<file path="config.mk">
export PLATFORM = sky130hd
export DESIGN_NAME = cnn_window_reader
export DESIGN_NICKNAME = d
export VERILOG_FILES = /design/src/rtl/cnn_pkg.sv /design/src/rtl/cnn_counter.sv /design/src/rtl/cnn_window_reader.sv
export SDC_FILE = /design/constraint.sdc
export NUM_CORES = 1
export LEC_CHECK = 0
export BUFFER_PORTS_ARGS = -buffer_cell sky130_fd_sc_hd__buf_2
export CAP_MARGIN = 15
export CORE_MARGIN = 10
export CORE_UTILIZATION = 25
export DETAILED_ROUTE_END_ITERATION = 6
export PLACE_DENSITY = 0.5
export SYNTH_ARGS = -nofsm -noshare
export SYNTH_HDL_FRONTEND = slang
export SYNTH_SLANG_ARGS = --single-unit
</file>
<file path="constraint.sdc">
create_clock -name clk_i -period 2.8 [get_ports clk_i]
set_input_delay 0 -clock clk_i [delete_from_list [all_inputs] [get_ports clk_i]]
set_output_delay 0 -clock clk_i [all_outputs]
set_load 0.05 [all_outputs]
</file>
<file path="src/rtl/cnn_pkg.sv">
// Shared types and helpers for the CNN feature-map readers.
package cnn_pkg;

    typedef enum logic [1:0] {IDLE, RUN, DONE} win_rd_state_e;

    // Number of whole windows along one axis, with no padding.
    function automatic int unsigned out_dim(input int unsigned img,
                                            input int unsigned k,
                                            input int unsigned stride);
        return (img - k) / stride + 1;
    endfunction

endpackage

</file>
<file path="src/rtl/cnn_counter.sv">
// Wrapping loop counter; pulse_o marks an enabled wrap and feeds the next level.
module cnn_counter #(
    parameter int unsigned MAX_P = 1,
    parameter int unsigned W_P   = 1
) (
    input  logic           clk_i,
    input  logic           reset_i,
    input  logic           en_i,
    output logic [W_P-1:0] cnt_o,
    output logic           at_max_o,
    output logic           pulse_o
);

    localparam logic [W_P-1:0] MAX_C = W_P'(MAX_P);

    logic [W_P-1:0] cnt_q;
    logic [W_P-1:0] cnt_d;

    assign at_max_o = (cnt_q == MAX_C);
    assign pulse_o  = en_i & at_max_o;
    assign cnt_o    = cnt_q;

    always_comb begin
        cnt_d = cnt_q;
        if (en_i) begin
            cnt_d = at_max_o ? '0 : cnt_q + W_P'(1);
        end
    end

    always_ff @(posedge clk_i) begin
        if (reset_i) begin
            cnt_q <= '0;
        end else begin
            cnt_q <= cnt_d;
        end
    end

endmodule

</file>
<file path="src/rtl/cnn_window_reader.sv">
// Walks every KxK window of the feature map at the given stride and streams
// one read address per accepted beat, flagging window and frame ends.
module cnn_window_reader
    import cnn_pkg::*;
#(
    parameter int unsigned IMG_W_P  = 8,
    parameter int unsigned IMG_H_P  = 8,
    parameter int unsigned K_P      = 3,
    parameter int unsigned STRIDE_P = 1
) (
    input  logic                                              clk_i,
    input  logic                                              reset_n_i,
    input  logic                                              start_i,
    input  logic                                              ready_i,
    output logic                                              valid_o,
    output logic [$clog2(IMG_W_P*IMG_H_P)-1:0]                addr_o,
    output logic                                              win_last_o,
    output logic                                              frame_last_o,
    output logic [$clog2(out_dim(IMG_H_P, K_P, STRIDE_P))-1:0] oy_o,
    output logic [$clog2(out_dim(IMG_W_P, K_P, STRIDE_P))-1:0] ox_o,
    output logic                                              busy_o,
    output logic                                              done_o
);

    localparam int unsigned OUT_W  = out_dim(IMG_W_P, K_P, STRIDE_P);
    localparam int unsigned OUT_H  = out_dim(IMG_H_P, K_P, STRIDE_P);
    localparam int unsigned ADDR_W = $clog2(IMG_W_P*IMG_H_P);
    localparam int unsigned AW1    = ADDR_W + 1;
    localparam int unsigned KW     = $clog2(K_P);
    localparam int unsigned OXW    = $clog2(OUT_W);
    localparam int unsigned OYW    = $clog2(OUT_H);
    localparam logic [AW1-1:0] S_C = AW1'(STRIDE_P);
    localparam logic [AW1-1:0] W_C = AW1'(IMG_W_P);

    win_rd_state_e state_q;
    logic          valid_q;
    logic          busy_q;
    logic          done_q;

    logic [KW-1:0]  kx_q, ky_q;
    logic [OXW-1:0] ox_q;
    logic [OYW-1:0] oy_q;
    logic kx_max, ky_max, ox_max, oy_max;
    logic kx_pulse, ky_pulse, ox_pulse, oy_pulse;
    logic fire;
    logic ctr_rst;
    logic [AW1-1:0] row_w, col_w;

    assign fire    = valid_q & ready_i;
    // Counters clear on reset and on the accepted start, so a new frame begins at (0,0).
    assign ctr_rst = ~reset_n_i | ((state_q == IDLE) & start_i);

    cnn_counter #(.MAX_P(K_P - 1), .W_P(KW)) u_kx (
        .clk_i(clk_i), .reset_i(ctr_rst), .en_i(fire),
        .cnt_o(kx_q), .at_max_o(kx_max), .pulse_o(kx_pulse));

    cnn_counter #(.MAX_P(K_P - 1), .W_P(KW)) u_ky (
        .clk_i(clk_i), .reset_i(ctr_rst), .en_i(kx_pulse),
        .cnt_o(ky_q), .at_max_o(ky_max), .pulse_o(ky_pulse));

    cnn_counter #(.MAX_P(OUT_W - 1), .W_P(OXW)) u_ox (
        .clk_i(clk_i), .reset_i(ctr_rst), .en_i(ky_pulse),
        .cnt_o(ox_q), .at_max_o(ox_max), .pulse_o(ox_pulse));

    cnn_counter #(.MAX_P(OUT_H - 1), .W_P(OYW)) u_oy (
        .clk_i(clk_i), .reset_i(ctr_rst), .en_i(ox_pulse),
        .cnt_o(oy_q), .at_max_o(oy_max), .pulse_o(oy_pulse));

    always_comb begin
        row_w = AW1'(oy_q) * S_C + AW1'(ky_q);
        col_w = AW1'(ox_q) * S_C + AW1'(kx_q);
    end

    assign addr_o       = ADDR_W'(row_w * W_C + col_w);
    assign win_last_o   = kx_max & ky_max;
    assign frame_last_o = kx_max & ky_max & ox_max & oy_max;
    assign ox_o         = ox_q;
    assign oy_o         = oy_q;
    assign valid_o      = valid_q;
    assign busy_o       = busy_q;
    assign done_o       = done_q;

    // oy_pulse is exactly "final beat accepted".
    always_ff @(posedge clk_i) begin
        if (!reset_n_i) begin
            state_q <= IDLE;
            valid_q <= 1'b0;
            busy_q  <= 1'b0;
            done_q  <= 1'b0;
        end else begin
            case (state_q)
                IDLE: begin
                    if (start_i) begin
                        state_q <= RUN;
                        valid_q <= 1'b1;
                        busy_q  <= 1'b1;
                    end
                end
                RUN: begin
                    if (oy_pulse) begin
                        state_q <= DONE;
                        valid_q <= 1'b0;
                        done_q  <= 1'b1;
                    end
                end
                DONE: begin
                    state_q <= IDLE;
                    done_q  <= 1'b0;
                    busy_q  <= 1'b0;
                end
                default: begin
                    state_q <= IDLE;
                    valid_q <= 1'b0;
                    busy_q  <= 1'b0;
                    done_q  <= 1'b0;
                end
            endcase
        end
    end

endmodule

</file>
==> impl_metrics.toml <==
[status]
status = "completed"

[die]
fp.dieH_um = 78.0
coreArea_sq_um = 3280
num_io_pins = 21
die_area_sq_um = 6090
initial_core_util = 0.256
die_x_um = 78.0
placementRows = 21

[final_layout]
final_layout_size_suffix_gt1_frac = 0.225
antennaDiodeCount = 0
layout.nets = 130
syn_to_final_growth_pct = 21.8
fin_util = 0.312
finish.instance_area_sq_um = 1030
final_cell_count_no_fill = 166

[detailed_routing]
drc_errors = 0
drtIter0Drc = 33
highest_layer = "met3"
vias = 772
dr_wl_met3_um = 197
firstDrtPassIters = 4
wl_met2_um = 876
routedWlPerCell_um = 12.2
routed_wl_um = 2020
avgViaCountPerCell = 4.65
drtAntennaViolNets = 0
met1Wirelength_um = 947

[global_route]
grt_max_degree = 11
overflow = 0
antenna_found_initial = 0
grt_pass1_vias = 791
track_usage = 0.0704
grt_pass1_wl_um = 3600

[logic_synthesis]
avgSynthCellArea_sq_um = 8.68
netlist.area_leader.share = 0.357
ys_types = 32
syn_nets = 106
synthTopCellsByArea = "dfxtp_1, a21oi_1, fa_1, ha_1, inv_1"
synth_warnings = 0
netlist_instances = 97
syn-cell-area_sq_um = 842
synth-seq-cells = 15
yosysTopAreaCell = "dfxtp_1"
ys_seq_area_frac = 0.357

[cts]
cts_tree = "done"
cts_buffers = 3
cts_resized = 0
clock_latency_ps = 280
cts.sinks = 15
cts_setup_buffers = 0
htreeDepth = 1
clk_pin_slew_ps = 90
clock_path_buffers = 2
cts-root-buf = "clkbuf_4"

[timing]
finalMaxSlewViolations = 0
setup_viol = 0
fin_crit_ps = 1980
fin_worst_skew_ps = 2.58
tightest_slew_ps = 411
clock.fmax_ghz = 0.504
rsz0062_at_grt = "no"
hold-worst-slack_ps = 27.6
tns_ps = 0
fin_crit_sh = 0.708
finalHoldViolations = 0
slew-limit-headroom = 0.724

[setup_path]
cp-start-kind = "flip-flop"
reg2reg_to = "u_oy.cnt_o[0]"
r2r_cells = 3
arrival_ps = 1980
cp_num_buf_inv = 1
crit_family = "adder cells"
cp.required_ps = 2800
path_cells = "ha_1, fa_1, nand4_1, xnor2_1, buf_2"
endpoint_kind = "primary output"
crit_slowest_cell = "fa_1"
timing.rr.start = "u_kx.cnt_o[1]"
critPathKind = "flip-flop to primary output"
rrSetupSlack_ps = 1160
cpPeakStageDelay_ps = 520
critPathMaxFanout = 6

[place]
hpwlAfterDp_um = 1600
dp_cells = 161
gp_congestion = 0.763
placed_area_sq_um = 990
port_buffers = 20

[power]
ir_drop_mv = 0.319
switchingPower_mw = 0.109
powerDensity_nw_per_um2 = 385
power_switching_share = 0.275
p_comb_frac = 0.111
internal_power_mw = 0.287
p_leak_nw = 0.449
seq_power_share = 0.572
clkPwrFrac = 0.317

[hold_path]
holdPathStages = 3
min_path_type = "input port to flip-flop"
holdPathEnd = "u_oy.cnt_o[1]"
hp-start = "reset_n_i"

[flow_run]
maxCapViolCount = 0
## area by class of cell
type	count	area (sq um)
clock buffers	4	26.3
fillers	361	2260
inverters	9	33.8
multi-input cells	71	498
flip-flops and latches	15	300
well taps	46	57.6
repair buffers	21	110
## metal layers
| layer | up-vias | GRT usage |
|---|---|---|
| met5 | - | 0 |
| met4 | 0 | 0.0108 |
| met3 | 0 | 0.0421 |
| met2 | 20 | 0.107 |
| met1 | 360 | 0.0851 |
| li1 | 392 | - |
## synthesized netlist by cell type
master     count
nor2b_1        1
nor2_1         5
nand2_1        8
a21o_1         1
nand3b_1       3
or4_1          2
o21ai_0        4
or4_4          1
o31ai_1        1
o21a_1         1
inv_1          9
nand4_1        2
or3_1          2
fa_1           2
a21oi_1        8
nand4b_1       1
nand3_1        5
nor4_1         3
xnor2_1        3
xor2_1         2
mux2i_1        3
ha_1           3
o32ai_1        1
nand4bb_1      1
dfxtp_1       15
a21oi_2        1
or3b_1         1
nand4b_2       1
or3b_2         1
and2_1         1
buf_2          2
nor3_1         3
## power groups by stage
stage	logic [mW]	registers [mW]	clock network (mW)
CTS	0.0445	0.226	0.136
floorplan	0.0205	0.240	0
detailed placement	0.0434	0.231	0
global route	0.0487	0.227	0.146
finish	0.0440	0.226	0.125
global placement	0.0429	0.231	0
## tightest hold or removal path: stages
cell and delay, ps:
buf_2 140, nand3_1 70, mux2i_1 60
## cells in the final DEF (no fill, tap or decap), drive strengths merged, types with 4 or more instances in the layout
master / netlist / layout
a21oi: 9 / 9
buf: 2 / 20
nand2: 8 / 8
nand3: 5 / 5
inv: 9 / 9
nor2: 5 / 5
clkbuf: 0 / 4
dfxtp: 15 / 15
o21ai: 4 / 4
## per-stage QoR
stage | power (mW) | setup slack (ps)
after floorplan | 0.260 | 535
after global placement | 0.274 | 1140
after detailed placement | 0.274 | 1110
after CTS | 0.406 | 778
after global routing | 0.421 | 662
final | 0.395 | 818
## kinds of logic (layout without fill, tap and decap cells)
family                     count (synthesis)  count (layout)  synth area share
AOI/OAI and AO/OA                         17              17             0.119
xor gates and xnor gates                   5               5            0.0520
DFF                                       15              15             0.357
adders and majority gates                  5               5            0.0921
buffers and inverters                     11              34            0.0520
and+or+nand+nor                           41              41             0.293
muxes                                      3               3            0.0357
## registers in the layout, indices dropped and copies added (netlist names)
register    cells
busy_o          1
done_o          1
state_q         2
u_kx.cnt_o      2
u_ky.cnt_o      2
u_ox.cnt_o      3
u_oy.cnt_o      3
valid_o         1
## how the worst max path moves through the flow
stage	start	to	slack [ps]	cells after the start
floorplan	u_ox.cnt_o[0]	addr_o[4]	540	5
global placement	u_oy.cnt_o[0]	addr_o[5]	1140	5
detailed placement	u_oy.cnt_o[0]	addr_o[5]	1110	5
CTS	u_oy.cnt_o[0]	addr_o[5]	780	5
global route	u_oy.cnt_o[0]	addr_o[5]	660	5
finish	u_oy.cnt_o[0]	addr_o[5]	820	5
## what timing repair did
item                                   CTS  global route
hold buffers                             1             0
setup endpoints to repair                0             0
endpoints found under the hold margin    1             0
Power figures use the tool's default switching activity.
